## src/rtl/fft8_engine.sv

```systemverilog
// Iterative 8-point radix-2 DIT FFT: bit-reversed load, 12 in-place butterflies
// (one per cycle, twiddle read combinationally from an external ROM), natural-order unload.
module fft8_engine #(
   parameter int WIDTH = 16
) (
   input  logic                    clk,
   input  logic                    rst,
   input  logic                    in_valid,
   output logic                    in_ready,
   input  logic signed [WIDTH-1:0] in_re,
   input  logic signed [WIDTH-1:0] in_im,
   output logic [1:0]              tw_addr,
   input  logic signed [WIDTH-1:0] tw_re,
   input  logic signed [WIDTH-1:0] tw_im,
   output logic                    out_valid,
   input  logic                    out_ready,
   output logic signed [WIDTH-1:0] out_re,
   output logic signed [WIDTH-1:0] out_im,
   output logic                    out_last,
   output logic                    busy
);

   localparam int PW = 2*WIDTH+1;
   localparam logic signed [WIDTH+1:0] SAT_MAX = {3'b000, {(WIDTH-1){1'b1}}};
   localparam logic signed [WIDTH+1:0] SAT_MIN = {3'b111, {(WIDTH-1){1'b0}}};

   typedef enum logic [1:0] {LOAD, COMPUTE, UNLOAD} state_t;

   state_t                  state, state_nxt;
   logic [2:0]              cnt;
   logic [3:0]              step;
   logic signed [WIDTH-1:0] mem_re [8];
   logic signed [WIDTH-1:0] mem_im [8];

   logic [1:0]              stg, bfl, tw_sel;
   logic [2:0]              top, bot;
   logic signed [WIDTH-1:0] a_re, a_im, b_re, b_im;
   logic signed [PW-1:0]    prod_re, prod_im;
   logic signed [WIDTH:0]   t_re, t_im;
   logic signed [WIDTH+1:0] sum_re, sum_im, dif_re, dif_im;

   function automatic logic signed [WIDTH-1:0] sat(input logic signed [WIDTH+1:0] v);
      if (v > SAT_MAX)
         return SAT_MAX[WIDTH-1:0];
      else if (v < SAT_MIN)
         return SAT_MIN[WIDTH-1:0];
      else
         return v[WIDTH-1:0];
   endfunction

   always_comb begin
      state_nxt = state;
      in_ready  = 1'b0;
      out_valid = 1'b0;
      busy      = 1'b1;
      unique case (state)
         LOAD: begin
            in_ready = 1'b1;
            busy     = 1'b0;
            if (in_valid && cnt == 3'd7)
               state_nxt = COMPUTE;
         end
         COMPUTE: begin
            if (step == 4'd11)
               state_nxt = UNLOAD;
         end
         UNLOAD: begin
            out_valid = 1'b1;
            if (out_ready && cnt == 3'd7)
               state_nxt = LOAD;
         end
         default: state_nxt = LOAD;
      endcase
   end

   // Step counter splits into stage (upper bits) and butterfly (lower bits).
   assign stg = step[3:2];
   assign bfl = step[1:0];

   always_comb begin
      top    = 3'd0;
      bot    = 3'd0;
      tw_sel = 2'd0;
      case (stg)
         2'd0: begin
            top    = {bfl, 1'b0};
            bot    = {bfl, 1'b1};
            tw_sel = 2'd0;
         end
         2'd1: begin
            top    = {bfl[1], 1'b0, bfl[0]};
            bot    = {bfl[1], 1'b1, bfl[0]};
            tw_sel = {bfl[0], 1'b0};
         end
         default: begin
            top    = {1'b0, bfl};
            bot    = {1'b1, bfl};
            tw_sel = bfl;
         end
      endcase
   end

   assign tw_addr = (state == COMPUTE) ? tw_sel : 2'd0;

   assign a_re = mem_re[top];
   assign a_im = mem_im[top];
   assign b_re = mem_re[bot];
   assign b_im = mem_im[bot];

   // Full-precision complex product, floor-scaled back to Q1 and kept one bit wider
   // than a sample, since a -1.0 twiddle on a most-negative input needs it.
   assign prod_re = PW'(b_re) * PW'(tw_re) - PW'(b_im) * PW'(tw_im);
   assign prod_im = PW'(b_re) * PW'(tw_im) + PW'(b_im) * PW'(tw_re);
   assign t_re    = (WIDTH+1)'(prod_re >>> (WIDTH-1));
   assign t_im    = (WIDTH+1)'(prod_im >>> (WIDTH-1));

   assign sum_re = (WIDTH+2)'(a_re) + (WIDTH+2)'(t_re);
   assign sum_im = (WIDTH+2)'(a_im) + (WIDTH+2)'(t_im);
   assign dif_re = (WIDTH+2)'(a_re) - (WIDTH+2)'(t_re);
   assign dif_im = (WIDTH+2)'(a_im) - (WIDTH+2)'(t_im);

   assign out_re   = mem_re[cnt];
   assign out_im   = mem_im[cnt];
   assign out_last = out_valid && (cnt == 3'd7);

   always_ff @(posedge clk or posedge rst) begin
      if (rst) begin
         state <= LOAD;
         cnt   <= 3'd0;
         step  <= 4'd0;
         for (int i = 0; i < 8; i++) begin
            mem_re[i] <= '0;
            mem_im[i] <= '0;
         end
      end else begin
         state <= state_nxt;
         case (state)
            LOAD: begin
               if (in_valid) begin
                  mem_re[{cnt[0], cnt[1], cnt[2]}] <= in_re;
                  mem_im[{cnt[0], cnt[1], cnt[2]}] <= in_im;
                  cnt <= cnt + 3'd1;
               end
            end
            COMPUTE: begin
               mem_re[top] <= sat(sum_re >>> 1);
               mem_im[top] <= sat(sum_im >>> 1);
               mem_re[bot] <= sat(dif_re >>> 1);
               mem_im[bot] <= sat(dif_im >>> 1);
               step <= (step == 4'd11) ? 4'd0 : step + 4'd1;
            end
            UNLOAD: begin
               if (out_ready)
                  cnt <= cnt + 3'd1;
            end
            default: ;
         endcase
      end
   end

endmodule

```

## config.mk

```make
export PLATFORM = sky130hd
export DESIGN_NAME = fft8_engine
export DESIGN_NICKNAME = d
export VERILOG_FILES = /design/src/rtl/fft8_engine.sv
export SDC_FILE = /design/constraint.sdc
export NUM_CORES = 2
export LEC_CHECK = 0
export CAP_MARGIN = 20
export CORE_MARGIN = 2
export CORE_UTILIZATION = 45
export CTS_CLUSTER_SIZE = 40
export DETAILED_ROUTE_END_ITERATION = 8
export PLACE_DENSITY = 0.68
export REMOVE_ABC_BUFFERS = 1
export SLEW_MARGIN = 10
export SYNTH_ARGS = -nofsm -noshare
export SYNTH_HDL_FRONTEND = slang
export SYNTH_SLANG_ARGS = --single-unit
```

## constraint.sdc

```tcl
create_clock -name clk -period 33.5 [get_ports clk]
set_input_delay 10.05 -clock clk [delete_from_list [all_inputs] [get_ports clk]]
set_output_delay 10.05 -clock clk [all_outputs]
set_load 0.1 [all_outputs]
```

==> summary.md <==
| Metric | Value |
|---|---|
| Die boundary height | `378 um` |
| CP startpoint kind | `input pin` |
| Worst reg-to-reg setup slack | `~17000 ps` |
| Bufs on Longest Clock Path | `3` |
| Commonest register cell after synthesis | `sky130_fd_sc_hd__dfrtp_1` |
| End point of the critical path | `mem_re[20]` |
| Maximum number of pins on one net before global-route repair | `~170` |
| Cell repeated most along the worst path | `sky130_fd_sc_hd__fa_1` |
| HP Class | `reg -> reg` |
| Worst reg2reg path startpoint | `step[3]` |
| Global-route wire length before repair | `about 350000 um` |
| Wirelength per Cell | `about 26 um` |
| Full die area | `around 140000 um2` |
| Syn_area_per_cell | `8.78 um2` |
| Number of synthesized flops with an enable pin | `0` |
| Critical path class | `in -> reg` |
| Iteration count of the initial detailed-routing pass | `9` |
| Largest clock skew in the final design | `23.2 ps` |
| Initial antenna violation count | `5` |
| Max-cap violations | `0` |
| Clock slew at reported path FFs | `~70 ps` |
| TritonCTS clock tree | `done` |
| Data arrival, critical path | `~24000 ps` |
| Clk sinks | `265` |
| Combined global-route utilization of all metal layers | `approximately a third` |
| Status | `finished clean` |
| CP Data Required Time | `33990 ps` |
| Critical-path maximum fanout | `70` |
| Placement Rows | `137` |
| Number of nets in the layout | `around 8600` |
| Register area share after synthesis | `between 10% and 20%` |
| Number of endpoints with negative hold slack in the final report | `0` |
| Count of H-tree levels built during CTS | `1` |
| Number of unique standard cell types used by synthesis | `93` |
| Max stage delay cell, worst path | `sky130_fd_sc_hd__a21oi_1` |
| Proportion of layout cells with a drive suffix above 1 | `5.83%` |
| Netlist area before placement | `63000 um2` |
| Initial Utilization | `45.2%` |
| Global-route met2 utilization | `just over 50%` |
| Iteration-0 DRC count of the detailed router | `around 6600` |
| Post-CTS Resized | `0` |
| Total via count in the routed design | `55700` |
| Global-route met3 utilization | `about a tenth` |
| Worst r2r dst | `mem_re[20]` |
| CP Launch Point | `tw_re[9]` |
| Inst Count DP | `~8800` |
| Placed wire-length estimate after detailed placement | `163000 um` |
| Fill cell total of the finished layout | `between 10000 and 15000` |
| Cell depth of the worst flop-to-flop path | `between 40 and 50` |
| Max_slew headroom | `around a tenth` |
| Endpoint type of the worst setup path | `flip-flop` |
| Setup Total Neg Slack | `0 ps` |
| Portion of the clock cycle consumed by the worst path in the final layout | `roughly 69%` |
| Die Wd | `378 um` |
| Top Usage Layer GRT | `met2` |
| Fmax | `approximately 43 MHz` |
| Top-level I/O count | `106` |
| Delay of the slowest critical-path stage | `800 ps` |
| Non-filler instance count after layout | `approximately 9000` |
| Worst Tran Pin Value | `1340 ps` |
| Number of buffers inserted by hold repair at cts | `0` |
| Clock insertion delay at the later pin of the skew report | `roughly 600 ps` |
| Tightest hold margin | `490 ps` |
| Min cycle time layout | `23020 ps` |
| Async set-or-reset flop fraction in the synthesized netlist | `100%` |
| Number of global-route vias before repair | `about 58000` |
| Buffers added on ports | `105` |
| Detail Route Antenna Nets | `0` |
| TritonCTS buffer count | `28` |
| Setup repair after global routing missed its margin | `false` |
| Area Growth Syn to Fin | `6.47%` |
| Number of remaining DRC errors | `0` |
| Core Region | `approximately 140000 um2` |
| Number of failing setup endpoints in the final timing report | `0` |
| Cell at the root of the clock tree | `sky130_fd_sc_hd__clkbuf_16` |
| Routed vias/inst | `6.28` |
| # Post-CTS Setup Buffers | `0` |
| Met1 Track Usage GR | `40.2%` |
| Final Wtd Congestion | `between 0.9 and 1` |
| Total Routed Length | `234000 um` |
| Warning count from the yosys run | `0` |
| Pins over their slew limit | `0` |
| Synthesized flop and latch total | `265` |
| Post-Synthesis Cells | `7169` |
| Residual overflow from global routing | `0` |
[cell usage after synthesis, types with 85 or more instances]
cell type / number / share of area, %
sky130_fd_sc_hd__inv_1: 1278 / 7.6
sky130_fd_sc_hd__xnor2_1: 110 / 1.5
sky130_fd_sc_hd__fa_1: 1152 / 37
sky130_fd_sc_hd__nor2b_1: 85 / 0.84
sky130_fd_sc_hd__ha_1: 371 / 7.4
sky130_fd_sc_hd__nand3_1: 108 / 0.86
sky130_fd_sc_hd__dfrtp_1: 265 / 11
sky130_fd_sc_hd__o21ai_0: 277 / 2.2
sky130_fd_sc_hd__o221ai_1: 130 / 1.8
sky130_fd_sc_hd__nand2_1: 787 / 4.7
sky130_fd_sc_hd__clkbuf_1: 451 / 2.7
sky130_fd_sc_hd__and2_1: 467 / 4.6
sky130_fd_sc_hd__nor3_1: 100 / 0.79
sky130_fd_sc_hd__a221oi_1: 137 / 1.9
sky130_fd_sc_hd__a21oi_1: 217 / 1.7
sky130_fd_sc_hd__nor2_1: 350 / 2.1
[worst min-delay path by stage]
stage | startpoint | end | slack [ps] | depth (start not counted)
after floorplan | mem_re[11] | mem_re[11] | 470 | 2
after global placement | step[0] | step[0] | 480 | 1
after detailed placement | step[0] | step[0] | 480 | 1
after CTS | step[0] | step[0] | 500 | 1
after global routing | step[0] | step[0] | 550 | 1
final | step[0] | step[0] | 490 | 1
[layer usage]
metal	wire length [um]	part of all wire [%]
met1	83100	35
met2	105000	45
met3	28900	12
met4	17300	7.4
met5	103	0.044
[sequential cells by signal, indices dropped and copies added (netlist names)]
register and flops:
mem_im 128, mem_re 128, step 4, cnt 3
state 2
[cell usage in the layout, fill, tap and decap left out, drive strengths merged, types with 21 or more instances in the layout]
cell type,n
inv,1280
fa,1152
nand2,787
and2,467
ha,371
nor2,352
o21ai,300
dfrtp,265
a21oi,218
buf,159
a221oi,139
o221ai,131
xnor2,110
nand3,108
clkdlybuf4s50,105
nor3,102
nor2b,85
a31oi,66
mux4,64
or4,62
o211ai,56
nor4,52
a21o,41
clkbuf,40
a221o,37
and3,37
nand2b,37
o21a,33
a22oi,32
xor2,31
or2,24
o221a,23
a211oi,23
o21bai,21
[through the flow]
step	area, um2	utilization [%]	setup slack (ps)
after floorplan	61100	-	10400
after global placement	66000	47.4	10240
after detailed placement	66000	47.4	10040
after CTS	66900	48.1	10610
after global routing	67000	48.2	9620
final	67000	48.2	10480
[logic make-up after synthesis]
kind of cell               Yosys count  synth area share, %
and+or+nand+nor                   2158                 16.7
buffers and inverters             1771                 10.6
adders and majority gates         1528                 44.1
AOI/OAI and AO/OA                 1236                 13.7
DFF                                265                 10.5
xor gates and xnor gates           141                 1.96
muxes                               70                 2.39
[cell type report]
class                           instances  area (um2)  share of cell area, %
Multi-Input combinational cell       5133       50000                   74.5
Sequential cell                       265        6640                   9.91
Inverter                             1281        4820                   7.18
Tap cell                             1876        2350                   3.50
Timing Repair Buffer                  266        2300                   3.43
Clock buffer                           38         840                   1.25
Clock inverter                         11         115                  0.172
Antenna cell                            6        15.0                 0.0224
[worst max-delay path, delay by kind of cell]
family / cells / cell delay, ps
simple gates: 6 / 1580
buf+inv: 7 / 2130
compound gates: 14 / 4380
xor+xnor: 1 / 470
fa+ha+maj: 10 / 4790
Power is not shown: default switching activity piles up to over one toggle a cycle in this logic, so the estimate is an artifact.
